<file path="config.mk">
export PLATFORM = sky130hd
export DESIGN_NAME = nibble_serial_adder
export DESIGN_NICKNAME = d
export VERILOG_FILES = /design/src/rtl/nibble_serial_adder.sv
export SDC_FILE = /design/constraint.sdc
export NUM_CORES = 1
export LEC_CHECK = 0
export CORE_MARGIN = 2
export CORE_UTILIZATION = 50
export CTS_CLUSTER_DIAMETER = 100
export CTS_CLUSTER_SIZE = 28
export DETAILED_ROUTE_END_ITERATION = 16
export GPL_TIMING_DRIVEN = 1
export PLACE_DENSITY = 0.85
export SETUP_SLACK_MARGIN = 0.15
export SYNTH_ARGS = -nofsm -noshare
export SYNTH_HDL_FRONTEND = slang
export SYNTH_SLANG_ARGS = --single-unit
</file>
<file path="constraint.sdc">
create_clock -name clock -period 3.1 [get_ports clock]
set_input_delay 0.62 -clock clock [delete_from_list [all_inputs] [get_ports clock]]
set_output_delay 0.62 -clock clock [all_outputs]
set_load 0.02 [all_outputs]
</file>
<file path="src/rtl/nibble_serial_adder.sv">
// Wide adder that walks N-nibble operands through a single 4-bit carry-lookahead
// slice, one nibble per clock, LSB first, under a start/done handshake.
module nibble_serial_adder #(
  parameter int NIBBLES = 4
) (
  input  logic                   clock,
  input  logic                   reset,
  input  logic                   start,
  input  logic [4*NIBBLES-1:0]   a,
  input  logic [4*NIBBLES-1:0]   b,
  input  logic                   c_in,
  output logic                   busy,
  output logic                   done,
  output logic [4*NIBBLES-1:0]   sum,
  output logic                   c_out,
  output logic                   overflow
);

  localparam int W     = 4 * NIBBLES;
  localparam int IDX_W = $clog2(NIBBLES);
  localparam logic [IDX_W-1:0] LAST_IDX = IDX_W'(NIBBLES - 1);

  typedef enum logic [1:0] {IDLE, RUN, DONE} state_t;

  state_t             state_reg, state_next;
  logic [W-1:0]       a_reg, a_next;
  logic [W-1:0]       b_reg, b_next;
  logic               carry_reg, carry_next;
  logic [IDX_W-1:0]   idx_reg, idx_next;
  logic               c_out_reg, c_out_next;
  logic               overflow_reg, overflow_next;
  logic [3:0]         sum_nib_reg  [NIBBLES];
  logic [3:0]         sum_nib_next [NIBBLES];

  logic [3:0]         a_nib [NIBBLES];
  logic [3:0]         b_nib [NIBBLES];

  // Nibble views of the captured operands and of the result register.
  for (genvar gi = 0; gi < NIBBLES; gi++) begin : g_nib
    assign a_nib[gi]          = a_reg[4*gi +: 4];
    assign b_nib[gi]          = b_reg[4*gi +: 4];
    assign sum[4*gi +: 4]     = sum_nib_reg[gi];
  end

  // 4-bit carry-lookahead slice
  logic [3:0] slice_a, slice_b, g, p, slice_sum;
  logic [4:0] c;

  assign slice_a = a_nib[idx_reg];
  assign slice_b = b_nib[idx_reg];
  assign g       = slice_a & slice_b;
  assign p       = slice_a ^ slice_b;
  assign c[0]    = carry_reg;
  assign c[1]    = g[0] | (p[0] & c[0]);
  assign c[2]    = g[1] | (p[1] & g[0]) | (p[1] & p[0] & c[0]);
  assign c[3]    = g[2] | (p[2] & g[1]) | (p[2] & p[1] & g[0])
                 | (p[2] & p[1] & p[0] & c[0]);
  assign c[4]    = g[3] | (p[3] & g[2]) | (p[3] & p[2] & g[1])
                 | (p[3] & p[2] & p[1] & g[0]) | (p[3] & p[2] & p[1] & p[0] & c[0]);

  for (genvar gi = 0; gi < 4; gi++) begin : g_slice_sum
    assign slice_sum[gi] = p[gi] ^ c[gi];
  end

  always_comb begin
    state_next    = state_reg;
    a_next        = a_reg;
    b_next        = b_reg;
    carry_next    = carry_reg;
    idx_next      = idx_reg;
    c_out_next    = c_out_reg;
    overflow_next = overflow_reg;
    sum_nib_next  = sum_nib_reg;

    unique case (state_reg)
      IDLE, DONE: begin
        if (start) begin
          a_next        = a;
          b_next        = b;
          carry_next    = c_in;
          idx_next      = '0;
          c_out_next    = 1'b0;
          overflow_next = 1'b0;
          for (int i = 0; i < NIBBLES; i++) sum_nib_next[i] = '0;
          state_next    = RUN;
        end else begin
          state_next = IDLE;
        end
      end
      RUN: begin
        sum_nib_next[idx_reg] = slice_sum;
        carry_next            = c[4];
        if (idx_reg == LAST_IDX) begin
          // c3/c4 of the top nibble are the carries into and out of bit W-1.
          c_out_next    = c[4];
          overflow_next = c[3] ^ c[4];
          state_next    = DONE;
        end else begin
          idx_next = idx_reg + IDX_W'(1);
        end
      end
      default: state_next = IDLE;
    endcase
  end

  always_ff @(posedge clock) begin
    if (reset) begin
      state_reg    <= IDLE;
      a_reg        <= '0;
      b_reg        <= '0;
      carry_reg    <= 1'b0;
      idx_reg      <= '0;
      c_out_reg    <= 1'b0;
      overflow_reg <= 1'b0;
      for (int i = 0; i < NIBBLES; i++) sum_nib_reg[i] <= '0;
    end else begin
      state_reg    <= state_next;
      a_reg        <= a_next;
      b_reg        <= b_next;
      carry_reg    <= carry_next;
      idx_reg      <= idx_next;
      c_out_reg    <= c_out_next;
      overflow_reg <= overflow_next;
      for (int i = 0; i < NIBBLES; i++) sum_nib_reg[i] <= sum_nib_next[i];
    end
  end

  assign busy     = (state_reg == RUN);
  assign done     = (state_reg == DONE);
  assign c_out    = c_out_reg;
  assign overflow = overflow_reg;

endmodule

</file>
==> key figures <==
Synth
  – YS warnings: 0
  – Sequential area share after synthesis: 0.452
  – Ys flop type: dfxtp_1
  – Avg Inst Size Synth: 8.84 um^2
  – Cell taking the most area after synthesis: dfxtp_1
  – Synth cell types: 35
  – Post-synthesis register bit count: 55
  – Syn Nets: ~320
  – Synth Area in Adders: 0.0544
  – Yosys top cell area share: 0.452
  – Syn Std Cell Area: 0.00244 mm^2
  – Post-synthesis async set-or-reset flop share: 0
  – Post-Syn Instances: 276
  – Number of enable flip-flop cells after synthesis: 0
  – Mux contribution to synthesized area: 0.0785
  – Post-Synth Simple-Gate Area: 0.221
  – Largest family of logic cells by synthesized area: simple AND/OR/NAND/NOR gates
  – Post-synthesis compound-gate area fraction: 0.144
  – Synth area leaders: dfxtp_1, nand2_1, a21oi_1
  – Post-Synth XOR/XNOR Area: 0.00718

Floorplan
  – Die H: 73.8 um
  – Ports: 56
  – Die width: about 74 um
  – Die ar.: roughly 0.0055 mm^2
  – Starting Density: 0.516
  – Row cnt: 25
  – Core Region: 0.00472 mm^2

Worst setup path
  – R2R Path End: overflow
  – Slowest CP cell: dfxtp_1
  – Largest stage delay, worst path: 710 ps
  – Critical path peak fanout: 12
  – Reg2reg path depth: 6
  – Setup slack, reg-to-reg: 510 ps
  – Worst path cell trace: mux4_2 -> ha_1 -> a21oi_1 -> o21ai_2 -> mux2_1 -> a32o_1
  – CP Launch Type: flop
  – Worst Path Arrival: ~2800 ps
  – Required @ worst endpoint: approximately 3300 ps
  – Worst setup EP type: flop
  – RR Startpoint: idx_reg[0]
  – WS Path Type: flop to flop

STA
  – Minimum clock period: 2590 ps
  – Fin crit share: 0.835
  – Hold Violations, Final: 0
  – Clock skew: roughly 12 ps
  – Setup WS post-layout: a little over 500 ps
  – Setup TNS: 0 ps
  – Max-slew violation count: 0
  – Worst-Margin Slew: 589 ps
  – Relative max-transition margin: 0.607
  – Max Clock Freq: 386 MHz
  – Final setup viols: 0
  – RSZ-0062 raised after global routing: no

CTS
  – H-tree lvl count: 2
  – CTS tree: yes
  – Root Buffer: clkbuf_8
  – # hold bufs at CTS: 0
  – CTS Sinks: 55
  – Longest Clk Path Bufs: 2
  – Post-CTS Setup Bufs: 0
  – Total CTS buffers: 5
  – Post-CTS resize count: 0
  – CTS clk-pin slew, worst paths: 90 ps
  – Worst-Skew Late Latency: ~310 ps

Cells and area
  – Fin nets: 369
  – Fraction of layout cells with a size suffix above 1: 0.0926
  – Antenna Cells: 0
  – Area growth syn-to-layout: 27.1%
  – Fill cells: 397
  – Final core occ: 0.656

Routing
  – 1st-iter DRT viols: roughly 170
  – Antenna-violating nets left: 0
  – WL final: 5.36 mm
  – Routed length per instance: 13.7 um
  – Post-DR vias/cell: 5.36
  – TritonRoute pass-1 iters: 5
  – DRC Markers: 0
  – DR vias: 2094

Global route
  – Busiest grt layer: met2
  – Vias in the first global route: 1980
  – Largest net degree at the start of global routing: 37
  – Initial antenna violation count: 0
  – Met3 Use GR: 0.0384
  – Met2 Track Usage GR: 0.358
  – Gr usage total: 0.216
  – Met1 Track Usage GR: 0.272
  – First-pass GRT wire length: roughly 9 mm
  – Gr ovfl total: 0

Worst hold path
  – Hold_sp: a_reg[14]
  – Hold Crit Class: flop to flop
  – WHS Endpoint: a_reg[14]
  – Hold Path Depth: 2

Place
  – Dpl hpwl: 3.93 mm
  – Pre-CTS setup slack: 472 ps
  – GPL Wtd Cong: 0.876
  – Number of I/O port buffers: 55

Pwr
  – P_leak: ~1.1 nW
  – Power Dens Cells: 458 mW/mm^2
  – Peak supply drop: 0.000240 V

Job
  – Max Cap Viol: 0

Status
  – Status: completed
[cells in the mapped netlist (2+ instances only)]
library cell,n
nand2_1,76
dfxtp_1,55
a21oi_1,47
nand3_1,16
buf_2,9
ha_1,9
mux4_2,8
nor2_1,6
nand2_2,4
nand4b_1,4
o311ai_1,4
and2_1,3
buf_1,3
buf_4,3
o31ai_1,3
a21o_1,2
clkbuf_1,2
inv_1,2
nand2b_1,2
nor2b_1,2
or3_1,2
[logic make-up after synthesis]
group                      count (synthesis)
muxes                                      9
AOI/OAI and AO/OA                         60
DFF                                       55
xor gates and xnor gates                   2
buffers and inverters                     20
and+or+nand+nor                          120
adders and majority gates                 10
[worst max path at each step]
stage | startpoint | endpoint | slack (ps) | cells after the start
3_5_place_dp | idx_reg[0] | overflow | 470 | 6
2_1_floorplan | idx_reg[0] | overflow | 760 | 7
4_1_cts | idx_reg[0] | overflow | 460 | 6
5_1_grt | idx_reg[0] | overflow | 310 | 6
3_3_place_gp | idx_reg[0] | overflow | 580 | 6
6_report | idx_reg[0] | overflow | 510 | 6
[cell type report]
class                   instances  area, um^2  share of cell area
multi-input cells             201        1230               0.398
flip-flops and latches         55        1100               0.355
repair buffers                 58         568               0.183
clock buffers                   7        96.3              0.0311
well taps                      67        83.8              0.0270
clock inverters                 1        7.51             0.00242
inverters                       2        7.51             0.00242
[worst max-delay path: cells and delay by family, from the launching register on]
family | cells | cell delay, ps
AOI/OAI and AO/OA | 3 | 480
adders and majority gates | 1 | 330
DFF | 1 | 710
muxes | 2 | 980
[report_power, final]
group          internal [mW]  switching (mW)  leakage [nW]  total, mW
Sequential             0.739          0.0260         0.449      0.765
Combinational          0.108           0.120         0.635      0.228
Clock                  0.203           0.223        0.0505      0.426
Total                   1.05           0.369          1.13       1.42
[metal layers]
layer	wire length, um	vias up
li1	-	1043
met1	2410	973
met2	2610	69
met3	218	9
met4	114	0
met5	0	-
[per-stage QoR]
stage | cells | instance area, um^2 | hold slack, ps | power [mW]
6_report | 391 | 3100 | 459 | 1.42
5_1_grt | 391 | 3100 | 476 | 1.48
4_1_cts | 391 | 3100 | 460 | 1.43
3_5_place_dp | 383 | 3000 | 449 | 1.01
3_3_place_gp | 383 | 3000 | 443 | 1.00
2_1_floorplan | 276 | 2440 | 433 | 0.922
[placed cells by master (no fill, tap or decap), types with 2 or more instances in the layout]
master,count
nand2_1,76
dfxtp_1,55
clkdlybuf4s50_1,54
a21oi_1,47
nand3_1,16
ha_1,9
mux4_2,8
clkbuf_8,7
nor2_1,6
nand2_2,4
nand4b_1,4
o311ai_1,4
and2_1,3
o31ai_1,3
buf_4,3
inv_1,2
nand2b_1,2
a21o_1,2
or3_1,2
(Power assumes the default switching activity.)
